<file path="config.mk">
export PLATFORM = sky130hd
export DESIGN_NAME = cpu_bus_master_flat
export DESIGN_NICKNAME = d
export VERILOG_FILES = /design/src/rtl/cpu_bus_master_if.sv /design/src/rtl/cpu_bus_master.sv /design/src/flat_wrapper.sv
export SDC_FILE = /design/constraint.sdc
export NUM_CORES = 1
export LEC_CHECK = 0
export CORE_MARGIN = 4
export CORE_UTILIZATION = 60
export DETAILED_ROUTE_END_ITERATION = 8
export HOLD_SLACK_MARGIN = 0.1
export PLACE_DENSITY = 0.84
export SYNTH_ARGS = -nofsm -noshare
export SYNTH_HDL_FRONTEND = slang
export SYNTH_SLANG_ARGS = --single-unit
</file>
<file path="constraint.sdc">
create_clock -name clk -period 5.08 [get_ports clk]
set_input_delay 1.016 -clock clk [delete_from_list [all_inputs] [get_ports clk]]
set_output_delay 1.016 -clock clk [all_outputs]
set_load 0.005 [all_outputs]
</file>
<file path="src/rtl/cpu_bus_master_if.sv">
// CPU-side bus bundle: command queue input, CPU bus pins and read response.
// The master modport is the bus master's view; slave is the stimulus/peripheral side.
interface cpu_bus_master_if #(
    parameter int AW = 16,
    parameter int DW = 8
);
    logic          cmd_valid;
    logic          cmd_ready;
    logic          cmd_wr;
    logic          cmd_r7;
    logic [AW-1:0] cmd_addr;
    logic [DW-1:0] cmd_data;
    logic [AW-1:0] bus_a;
    logic [DW-1:0] bus_d;
    logic          bus_d_oe;
    logic [DW-1:0] bus_d_in;
    logic          raw_wr;
    logic          raw_rd;
    logic          r7;
    logic          rsp_valid;
    logic [DW-1:0] rsp_data;
    logic          busy;

    modport master (
        input  cmd_valid, cmd_wr, cmd_r7, cmd_addr, cmd_data, bus_d_in,
        output cmd_ready, bus_a, bus_d, bus_d_oe, raw_wr, raw_rd, r7,
               rsp_valid, rsp_data, busy
    );

    modport slave (
        output cmd_valid, cmd_wr, cmd_r7, cmd_addr, cmd_data, bus_d_in,
        input  cmd_ready, bus_a, bus_d, bus_d_oe, raw_wr, raw_rd, r7,
               rsp_valid, rsp_data, busy
    );
endinterface

</file>
<file path="src/rtl/cpu_bus_master.sv">
// Queued CPU bus master: runs commands as SETUP/STROBE/HOLD transactions.
// Define CPU_BUS_MASTER_READBACK_EN to build the read capture / response path.
module cpu_bus_master #(
    parameter int AW     = 16,
    parameter int DW     = 8,
    parameter int DEPTH  = 4,
    parameter int SETUP  = 1,
    parameter int STROBE = 2,
    parameter int HOLD   = 1
) (
    input  logic               clk,
    input  logic               nrst,
    cpu_bus_master_if.master   cb
);
    localparam int PW   = $clog2(DEPTH);
    localparam int MAXP = (SETUP > STROBE) ? ((SETUP > HOLD) ? SETUP : HOLD)
                                           : ((STROBE > HOLD) ? STROBE : HOLD);
    localparam int CW   = $clog2(MAXP + 1);

    typedef struct packed {
        logic          wr;
        logic          r7;
        logic [AW-1:0] addr;
        logic [DW-1:0] data;
    } cmd_t;

    typedef enum logic [1:0] {ST_IDLE, ST_SETUP, ST_STROBE, ST_HOLD} state_t;

    state_t        state, state_d;
    logic [CW-1:0] cnt, cnt_d;
    logic [PW:0]   wptr, rptr;
    cmd_t          mem [DEPTH];
    cmd_t          cur, nxt;
    logic          full, empty, push, pop, act;

    logic [AW-1:0] bus_a_q, bus_a_d;
    logic [DW-1:0] bus_d_q, bus_d_d;
    logic          oe_q, oe_d, wr_q, wr_d, rd_q, rd_d, r7_q, r7_d;

    assign full  = (wptr[PW] != rptr[PW]) && (wptr[PW-1:0] == rptr[PW-1:0]);
    assign empty = (wptr == rptr);
    assign push  = cb.cmd_valid && !full;

    always_ff @(posedge clk) begin
        if (push) mem[wptr[PW-1:0]] <= '{cb.cmd_wr, cb.cmd_r7, cb.cmd_addr, cb.cmd_data};
    end

    // Phase counter is loaded with len-1 on entry and the state exits at zero.
    always_comb begin
        state_d = state;
        cnt_d   = cnt;
        pop     = 1'b0;
        case (state)
            ST_IDLE: if (!empty) begin
                pop     = 1'b1;
                state_d = ST_SETUP;
                cnt_d   = CW'(SETUP - 1);
            end
            ST_SETUP: if (cnt == '0) begin
                state_d = ST_STROBE;
                cnt_d   = CW'(STROBE - 1);
            end else cnt_d = cnt - CW'(1);
            ST_STROBE: if (cnt == '0) begin
                state_d = ST_HOLD;
                cnt_d   = CW'(HOLD - 1);
            end else cnt_d = cnt - CW'(1);
            ST_HOLD: if (cnt == '0) begin
                if (!empty) begin
                    pop     = 1'b1;
                    state_d = ST_SETUP;
                    cnt_d   = CW'(SETUP - 1);
                end else state_d = ST_IDLE;
            end else cnt_d = cnt - CW'(1);
            default: state_d = ST_IDLE;
        endcase

        nxt     = pop ? mem[rptr[PW-1:0]] : cur;
        act     = (state_d != ST_IDLE);
        bus_a_d = act ? nxt.addr : bus_a_q;
        r7_d    = act ? nxt.r7 : r7_q;
        oe_d    = act && nxt.wr;
        bus_d_d = oe_d ? nxt.data : '0;
        wr_d    = (state_d == ST_STROBE) && nxt.wr;
        rd_d    = (state_d == ST_STROBE) && !nxt.wr;
    end

    always_ff @(posedge clk) begin
        if (!nrst) begin
            state   <= ST_IDLE;
            cnt     <= '0;
            wptr    <= '0;
            rptr    <= '0;
            cur     <= '0;
            bus_a_q <= '0;
            bus_d_q <= '0;
            oe_q    <= 1'b0;
            wr_q    <= 1'b0;
            rd_q    <= 1'b0;
            r7_q    <= 1'b0;
        end else begin
            state   <= state_d;
            cnt     <= cnt_d;
            cur     <= nxt;
            if (push) wptr <= wptr + 1'b1;
            if (pop)  rptr <= rptr + 1'b1;
            bus_a_q <= bus_a_d;
            bus_d_q <= bus_d_d;
            oe_q    <= oe_d;
            wr_q    <= wr_d;
            rd_q    <= rd_d;
            r7_q    <= r7_d;
        end
    end

    assign cb.cmd_ready = !full;
    assign cb.busy      = (state != ST_IDLE) || !empty;
    assign cb.bus_a     = bus_a_q;
    assign cb.bus_d     = bus_d_q;
    assign cb.bus_d_oe  = oe_q;
    assign cb.raw_wr    = wr_q;
    assign cb.raw_rd    = rd_q;
    assign cb.r7        = r7_q;

`ifdef CPU_BUS_MASTER_READBACK_EN
    logic          rsp_valid_q;
    logic [DW-1:0] rsp_data_q;

    // Capture on the edge that ends the last strobe cycle; pulse lands in first HOLD cycle.
    always_ff @(posedge clk) begin
        if (!nrst) begin
            rsp_valid_q <= 1'b0;
            rsp_data_q  <= '0;
        end else begin
            rsp_valid_q <= (state == ST_STROBE) && (cnt == '0) && !cur.wr;
            if ((state == ST_STROBE) && (cnt == '0) && !cur.wr) rsp_data_q <= cb.bus_d_in;
        end
    end

    assign cb.rsp_valid = rsp_valid_q;
    assign cb.rsp_data  = rsp_data_q;
`else
    logic unused_bus_d_in;
    assign unused_bus_d_in = ^cb.bus_d_in;
    assign cb.rsp_valid    = 1'b0;
    assign cb.rsp_data     = '0;
`endif
endmodule
</file>
<file path="src/flat_wrapper.sv">
// flat-port wrapper written by rule: the top's interface ports become plain ports
module cpu_bus_master_flat 
#(
    parameter int AW     = 16,
    parameter int DW     = 8,
    parameter int DEPTH  = 4,
    parameter int SETUP  = 1,
    parameter int STROBE = 2,
    parameter int HOLD   = 1
)
  (clk, nrst, cb_cmd_valid, cb_cmd_wr, cb_cmd_r7, cb_cmd_addr, cb_cmd_data, cb_bus_d_in, cb_cmd_ready, cb_bus_a, cb_bus_d, cb_bus_d_oe, cb_raw_wr, cb_raw_rd, cb_r7, cb_rsp_valid, cb_rsp_data, cb_busy);
  cpu_bus_master_if #(.AW(AW), .DW(DW)) cb_i ();
  input  logic clk;
  input  logic nrst;
  input wire logic [$bits(cb_i.cmd_valid)-1:0] cb_cmd_valid;
  input wire logic [$bits(cb_i.cmd_wr)-1:0] cb_cmd_wr;
  input wire logic [$bits(cb_i.cmd_r7)-1:0] cb_cmd_r7;
  input wire logic [$bits(cb_i.cmd_addr)-1:0] cb_cmd_addr;
  input wire logic [$bits(cb_i.cmd_data)-1:0] cb_cmd_data;
  input wire logic [$bits(cb_i.bus_d_in)-1:0] cb_bus_d_in;
  output wire logic [$bits(cb_i.cmd_ready)-1:0] cb_cmd_ready;
  output wire logic [$bits(cb_i.bus_a)-1:0] cb_bus_a;
  output wire logic [$bits(cb_i.bus_d)-1:0] cb_bus_d;
  output wire logic [$bits(cb_i.bus_d_oe)-1:0] cb_bus_d_oe;
  output wire logic [$bits(cb_i.raw_wr)-1:0] cb_raw_wr;
  output wire logic [$bits(cb_i.raw_rd)-1:0] cb_raw_rd;
  output wire logic [$bits(cb_i.r7)-1:0] cb_r7;
  output wire logic [$bits(cb_i.rsp_valid)-1:0] cb_rsp_valid;
  output wire logic [$bits(cb_i.rsp_data)-1:0] cb_rsp_data;
  output wire logic [$bits(cb_i.busy)-1:0] cb_busy;
  assign cb_i.cmd_valid = cb_cmd_valid;
  assign cb_i.cmd_wr = cb_cmd_wr;
  assign cb_i.cmd_r7 = cb_cmd_r7;
  assign cb_i.cmd_addr = cb_cmd_addr;
  assign cb_i.cmd_data = cb_cmd_data;
  assign cb_i.bus_d_in = cb_bus_d_in;
  assign cb_cmd_ready = cb_i.cmd_ready;
  assign cb_bus_a = cb_i.bus_a;
  assign cb_bus_d = cb_i.bus_d;
  assign cb_bus_d_oe = cb_i.bus_d_oe;
  assign cb_raw_wr = cb_i.raw_wr;
  assign cb_raw_rd = cb_i.raw_rd;
  assign cb_r7 = cb_i.r7;
  assign cb_rsp_valid = cb_i.rsp_valid;
  assign cb_rsp_data = cb_i.rsp_data;
  assign cb_busy = cb_i.busy;
  cpu_bus_master #(.AW(AW), .DW(DW), .DEPTH(DEPTH), .SETUP(SETUP), .STROBE(STROBE), .HOLD(HOLD)) u_core (.clk(clk), .nrst(nrst), .cb(cb_i));
endmodule
</file>
======== Word level (Yosys, flattened, before mapping) ========
Memory sizes are Yosys's and may differ from the RTL's. A register that Yosys moved wholly into a read port is not among the register bits.
Index checks and enable logic that the tools add are counted.
storage, ports and cells
  bits in registers ....................... 64
  memories kept ........................... 1
  logic and storage cells ................. 58
  output and inout port bits .............. 39
  bits in writable memories ............... 104
cells by class
  $add $sub $neg .......................... 3
  equal/unequal tests ..................... 7
  reductions and logical operators ........ 14
  multiplexer cells ....................... 19
memory list
  memory      words  width  rd ports  clocked after memory_dff  write ports  line                  RTL
  u_core.mem  4      26     1         1                         1            cpu_bus_master.sv:32  cmd_t mem [DEPTH];
operators by type and width
  cell                                                                number
  26-bit two-way mux                                                  1
  2-bit two-way mux                                                   10
  2-bit case mux with 4 select lines                                  2
  3-bit by 1-bit adder with 3-bit output, second input constant       2
  2-bit == test, second input constant                                3
  1-bit logical AND                                                   5
  1-bit two-way mux                                                   5
  2-bit logical NOT                                                   2
  2-bit nonzero test                                                  2
  3-bit == test                                                       1
  1-bit logical NOT                                                   3
  2-bit by 1-bit == test with 1-bit output, second input constant     1
  2-bit == test                                                       1
  1-bit case mux with 2 select lines                                  1
  2-bit AND reduction                                                 1
  2-bit by 1-bit subtractor with 2-bit output, second input constant  1
  1-bit logical OR                                                    1
  1-bit inequality test                                               1

======== Logic depth before layout (Yosys ltp) ========
Gate-level depths: netlist of run 1.
  depth after elaboration ................. 7
  mapped depth ............................ 9
  mapped depth without buffers ............ 7

======== Least setup slack after synthesis of run 1 ========
No wires, ideal clock.
  kind .................................... input-to-reg
  start point ............................. in cb_cmd_valid
  end point ............................... mem u_core.mem[3][0] (netlist name) (enable)
  cell stages on the path ................. 2
  path slack .............................. 2.734 ns
  arrival ................................. 1.959 ns
  path buffers ............................ 0
  required time ........................... 4.693 ns
  cell sequence ........................... o31a_1 and2_1
on the way
  longest elaborated chain between the ends .. 3
ends and longest elaborated chain
  item                                     line                  RTL
  start, declared                          flat_wrapper.sv:15    input wire logic [$bits(cb_i.cmd_valid)-1:0] cb_cmd_valid;
  1-bit logical AND                        cpu_bus_master.sv:42  assign push = cb.cmd_valid && !full;
  1-bit two-way mux                        cpu_bus_master.sv:45  if (push) mem[wptr[PW-1:0]] <= '{cb.cmd_wr, cb.cmd_r7, cb.cmd_addr, cb.cmd_data};
  1-bit two-way mux (implied by the code)  cpu_bus_master.sv:45
  end, declared                            cpu_bus_master.sv:32
Every way passes these cells.

======== Final worst setup path of run 1 ========
  start point ............................. reg u_core.wptr[0]
  end point ............................... out cb_busy
on the way
  longest elaborated chain between the ends .. 3
ends and longest elaborated chain
  item                    line                   RTL
  start, declared         cpu_bus_master.sv:31   logic [PW:0] wptr, rptr;
  start signal, assigned  cpu_bus_master.sv:104  if (push) wptr <= wptr + 1'b1;
  3-bit == test           cpu_bus_master.sv:41   assign empty = (wptr == rptr);
  1-bit logical NOT       --
  1-bit logical OR        cpu_bus_master.sv:116  assign cb.busy = (state != ST_IDLE) || !empty;
  end, declared           flat_wrapper.sv:30     output wire logic [$bits(cb_i.busy)-1:0] cb_busy;
Every way passes these cells.

==> results of run 1 <==
## cell usage in the layout, fill, tap and decap left out, types with 4 or more instances in the layout
cell,instances
clkinv_4,4
nor2b_1,19
dfxtp_1,65
buf_4,8
clkdlybuf4s50_1,58
inv_1,7
xnor2_1,6
mux4_2,26
and3_1,8
nand3_1,4
ha_1,10
and2_1,18
conb_1,9
clkbuf_16,16
nand2_1,5
mux2_2,7
edfxtp_1,104
mux2i_1,18
a21oi_1,19
o31ai_1,17
## cells by family (layout without fill, tap and decap cells)
kind of cell / count (synthesis) / in the layout / synth area share
DFF: 170 / 170 / 0.6814
muxes: 52 / 52 / 0.1318
AOI/OAI and AO/OA: 51 / 51 / 0.05563
adders and majority gates: 10 / 10 / 0.01918
other: 1 / 9 / 0.0005749
buffers and inverters: 36 / 104 / 0.03395
xor gates and xnor gates: 10 / 10 / 0.01573
and+or+nand+nor: 67 / 67 / 0.06177
## sequential cells by signal (all words and copies together), names as in the netlist, 2 cells and up, named ones only
signal	flops
u_core.mem	104
u_core.cur	26
u_core.cb.bus_a	16
u_core.cb.bus_d	8
u_core.rptr	3
u_core.wptr	3
u_core.cnt	2
u_core.state	2
## metal layers
metal  part of all wire  up-vias
met3              0.064       12
met2               0.52      111
li1                   -     1603
met1               0.40     1732
met4             0.0091        0
met5                  0        -
## metrics by stage
stage | total power [µW] | hold WS, ns | instance area [µm²] | util | instances
CTS | 4133 | 0.4947 | 7725 | 0.7383 | 609
global placement | 2885 | 0.4759 | 7176 | 0.6858 | 578
floorplan | 2631 | 0.4516 | 6553 | - | 405
global route | 4298 | 0.5290 | 7725 | 0.7383 | 609
detailed placement | 2931 | 0.4852 | 7176 | 0.6858 | 578
finish | 4091 | 0.4897 | 7725 | 0.7383 | 609
## final timing paths
check / cells after the start / endpoint / slack [ns] / startpoint
max: 4 / cb_busy / 1.93 / u_core.wptr[0]$_SDFFE_PN0P_
max reg2reg: 7 / u_core.cb.bus_a[3]$_SDFFE_PN0P_ / 2.27 / u_core.state[0]$_SDFF_PN0_
min: 2 / u_core.cnt[1]$_SDFF_PN0_ / 0.49 / u_core.cnt[1]$_SDFF_PN0_
min reg2reg: 2 / u_core.cnt[1]$_SDFF_PN0_ / 0.49 / u_core.cnt[1]$_SDFF_PN0_
## worst max-delay path: stages, from the launching register on
cell,delay [ns]
dfxtp_1,0.46
xor2_1,0.40
nor3_1,0.17
nand2_1,0.10
clkdlybuf4s50_1,0.49
## power by group through the flow
stage | clock network [µW] | logic, µW | registers (µW)
3_5_place_dp | 0 | 1110 | 1820
5_1_grt | 1270 | 1200 | 1820
6_report | 1190 | 1110 | 1800
2_1_floorplan | 0 | 869 | 1760
4_1_cts | 1210 | 1120 | 1800
3_3_place_gp | 0 | 1070 | 1820
## layout make-up
cell class                 count  area share
tap                          136     0.02203
clock buffer                  19     0.05458
multi-input combinational    199      0.2451
clock inverter                12     0.01652
inverter                       7    0.003401
sequential                   170      0.5755
timing repair buffer          66     0.08293
==> results.ini, run 1 <==
[run_status]
status=finished, final reports clean

[power]
pwr_density_cell_nw_per_um2=529.6
switching_share=0.2914
internal_power_uw=2899
p_comb_frac=0.271
peakVddDrop_mv=0.3073
p_leak_uw=0.002715
power_frac_seq=0.439
p_sw_uw=1192
p_clk_frac=0.290

[clocking]
cts_tree=built
clk_latency_ns=0.52
cts_root_buf=clkbuf_8
cts.sinks=170
holdBufCountCts=0
cts_buffer_depth=2
cts_resized=0
post_cts_buffers=0
cts.clk_slew.worst_paths_ns=0.06
cts_buffers=17
cts-htree-levels=4

[synth]
yosysSeqAreaShare=0.6814
yosys.area.top_type=edfxtp_1
synth_commonest_cells=104 x edfxtp_1, 66 x dfxtp_1, 26 x mux4_2, 19 x a21oi_1, 19 x nor2b_1
ys_async_sr_fraction=0
yosysMostFrequentCell=edfxtp_1
yosys.area.top_type_share=0.4788
syn_inst=397
syn_area_um2=6523
synth_edf_count=104
synth.distinct_cells=46
syn_avg_cell_area_um2=16.43
synth.ff_latch_count=170
synthTopCellsByArea=edfxtp_1 48%, dfxtp_1 20%, mux4_2 9.0%
yosysWarnings=0
synthFlopType=edfxtp_1

[worst_setup_path]
required_ns=4.06
critical_path_peak_fanout=5
end_kind=output pin
critical_path_class=flop to output pin
crit_path_start_kind=flop
worstPathArrival_ns=2.13

[floorplanning]
start_util=0.6234
rows=37
core_area_um2=10460
dieArea_um2=12600
io_pins=76
fp.dieW_um=112.3
dieHeight_um=112.3

[grt]
first_global_vias=3660
antenna_found_initial=0
grtUsageTotal=0.2002
grt_pass1_wl_um=19160
top_usage_layer=met2
gr-usage-met2=0.3552
grt_max_degree=33
use_met1=0.2432
met3_usage=0.04960
grt-ovfl-total=0

[timing]
finalWorstPathRequiredPeriod_ns=3.146
hold_viol=0
slew_violations=0
final.setup.tns_ns=0
final.setup.worst_slack_ns=1.934
period_share=0.6193
tightest_slew_ns=1.084
rsz0062_at_grt=no
fmax_mhz=317.8
slew_headroom=0.2758
clock_skew_ns=0.01027
setup_viol=0

[drt]
wl_per_cell_um=19.63
drtPass1Iterations=4
drtIter0Drc=223
wl_um=11950
ant_nets=0
viasPerCell=5.678
post-route-drc-count=0
vias=3458

[finish]
nets=508
seq_area_um2=4446
multi_input_area_um2=1893
area.growth.synth_to_final_pct=18.43
layout-drive-gt1-share=0.1691
diodes=0
nFillCells=652

[placed_design]
gp_congestion=0.7741
dpl_worst_slack_ns=1.964
port_buffers=58
hpwl_um=7281

[run]
cap_violations=0

[hold_path]
hold_path.class=flop to flop

No activity file was read; power rests on OpenSTA's default activity.
==> run 2: changes to the inputs <==
--- a/config.mk
+++ b/config.mk
@@ -6,10 +6,10 @@
 export NUM_CORES = 1
 export LEC_CHECK = 0
 export CORE_MARGIN = 4
-export CORE_UTILIZATION = 60
+export CORE_UTILIZATION = 55
 export DETAILED_ROUTE_END_ITERATION = 8
 export HOLD_SLACK_MARGIN = 0.1
-export PLACE_DENSITY = 0.84
+export PLACE_DENSITY = 0.78
 export SYNTH_ARGS = -nofsm -noshare
 export SYNTH_HDL_FRONTEND = slang
 export SYNTH_SLANG_ARGS = --single-unit
==> constraint.sdc (replaced) <==
create_clock -name clk -period 3 [get_ports clk]
set_input_delay 0.6 -clock clk [delete_from_list [all_inputs] [get_ports clk]]
set_output_delay 0.6 -clock clk [all_outputs]
set_load 0.005 [all_outputs]
==> results.ini, run 2 (same netlist as run 1, synthesis figures left out) <==
[floorplanning]
io_pins=76  ; unchanged
dieArea_um2=13670  ; +8.4%
rows=39  ; +5.4%
fp.dieW_um=116.9  ; +4.1%
start_util=0.5664  ; -0.05703
dieHeight_um=116.9  ; +4.1%
core_area_um2=11520  ; +10%

[finish]
final_common_cell=edfxtp_1
diodes=0  ; unchanged
largest_reg_flops=104  ; unchanged
nets=513  ; +0.98%
most-common-layout-cells=104 x edfxtp_1, 65 x dfxtp_1, 58 x clkdlybuf4s50_1
area.growth.synth_to_final_pct=21.62
layout-drive-gt1-share=0.1858  ; +0.01667
final_cells=622  ; +2.1%

[grt]
first_global_vias=3678  ; +0.49%
antenna_found_initial=0  ; unchanged
grt_pass1_wl_um=18860  ; -1.6%
grt-ovfl-total=0  ; unchanged
grt_max_degree=45  ; +36%
grtUsageTotal=0.1899  ; -0.01030

[placed_design]
gp_congestion=0.7764  ; +0.30%
hpwl_um=7269  ; -0.17%
port_buffers=58  ; unchanged
placed_cells=590  ; +2.1%

[timing]
slew_headroom=0.3084  ; +0.03261
tightest_slew_ns=1.037  ; -0.04635 ns
final.setup.tns_ns=0  ; unchanged
fmax_mhz=377.8
period_share=0.8823
rsz0062_at_grt=no
hold_viol=0  ; unchanged
slew_violations=0  ; unchanged
finalWorstPathRequiredPeriod_ns=2.647
setup_viol=0  ; unchanged
clock_skew_ns=0.01402  ; +0.003743 ns

[drt]
vias=3470  ; +0.35%
wl_um=11930  ; -0.20%
post-route-drc-count=0  ; unchanged
drtPass1Iterations=5  ; +1
wl_per_cell_um=19.18  ; -2.3%
drtIter0Drc=303  ; +36%
viasPerCell=5.579  ; -1.8%
ant_nets=0  ; unchanged

[power]
p_leak_uw=0.002819  ; +3.8%
peakVddDrop_mv=0.5821  ; +89%
pwr_density_cell_nw_per_um2=929.2  ; +75%

[clocking]
cts_resized=0  ; unchanged
cts.sinks=170  ; unchanged
clk_latency_ns=0.43  ; -0.09 ns
cts_root_buf=clkbuf_16
cts-htree-levels=4  ; unchanged
cts_buffer_depth=2  ; unchanged
cts_buffers=17  ; unchanged
post_cts_buffers=0  ; unchanged
cts_tree=built
holdBufCountCts=0  ; unchanged
cts.clk_slew.worst_paths_ns=0.06  ; about the same

[worst_setup_path]
reg2reg_depth=7  ; unchanged
required_ns=2.40  ; -1.66 ns
critical_path_peak_fanout=5  ; unchanged
crit_path_start_kind=flop
end_kind=output pin
worstPathArrival_ns=2.05  ; -0.08 ns
critical_path_class=flop to output pin

[run_status]
status=finished, final reports clean

[run]
cap_violations=0  ; unchanged

[hold_path]
hold_path.class=flop to flop
worstHoldPathCells=2  ; unchanged

[run 2: worst max-delay path, stage by stage (launching register included)]
cell and delay, ns:
dfxtp_1 0.44, xor2_1 0.42, nor3_1 0.16, nand2_1 0.11, clkdlybuf4s50_1 0.50
[run 2: path summary, 6_finish.rpt]
| kind | startpoint | endpoint | slack, ns |
|---|---|---|---|
| max | u_core.wptr[0]$_SDFFE_PN0P_ | cb_busy | 0.35 |
| min | u_core.cnt[1]$_SDFF_PN0_ | u_core.cnt[1]$_SDFF_PN0_ | 0.49 |
| max reg2reg | u_core.state[0]$_SDFF_PN0_ | u_core.cb.bus_d[6]$_SDFF_PN0_ | 0.49 |
| min reg2reg | u_core.cnt[1]$_SDFF_PN0_ | u_core.cnt[1]$_SDFF_PN0_ | 0.49 |
[run 2: per-stage QoR]
| stage | setup slack, ns | power [µW] | instance area, µm² | hold WS [ns] | utilization |
|---|---|---|---|---|---|
| after global placement | 0.5717 | 4958 | 7259 | 0.4689 | 0.6304 |
| after detailed placement | 0.4956 | 5018 | 7259 | 0.4806 | 0.6304 |
| after global routing | 0.1899 | 7734 | 7933 | 0.5507 | 0.6888 |
| final | 0.3531 | 7371 | 7933 | 0.4910 | 0.6888 |
| after floorplan | 0.8774 | 4455 | 6553 | 0.4516 | - |
| after CTS | 0.3483 | 7438 | 7933 | 0.4932 | 0.6888 |
[run 2: layer usage]
metal  global-route usage  vias up  wire length, µm
met5                    0        -                0
met4              0.07645        0              233
met3              0.05398       19              628
met2               0.3231       89             6273
met1               0.2296     1741             4796
li1                     -     1621                -
[run 2: final cells by class]
type / count / area (µm²)
clock inverter: 10 / 145.1
multi-input combinational: 199 / 1893
fill: 764 / 3583
sequential: 170 / 4446
tap: 143 / 178.9
clock buffer: 22 / 528.0
timing repair buffer: 71 / 715.7
inverter: 7 / 26.28
[run 2: report_power, final]
group | switching, µW | internal, µW
clock network | 882 | 1510
logic | 982 | 956
registers | 205 | 2830
total | 2070 | 5300
==> run 3: changes to the inputs <==
--- a/config.mk
+++ b/config.mk
@@ -8,8 +8,9 @@
 export CORE_MARGIN = 4
 export CORE_UTILIZATION = 55
 export DETAILED_ROUTE_END_ITERATION = 8
-export HOLD_SLACK_MARGIN = 0.1
+export HOLD_SLACK_MARGIN = 0.12
 export PLACE_DENSITY = 0.78
+export SLEW_MARGIN = 0
 export SYNTH_ARGS = -nofsm -noshare
 export SYNTH_HDL_FRONTEND = slang
 export SYNTH_SLANG_ARGS = --single-unit
==> results of run 3 <==
The final DEF is identical to that of run 2; final timing and power are the same.
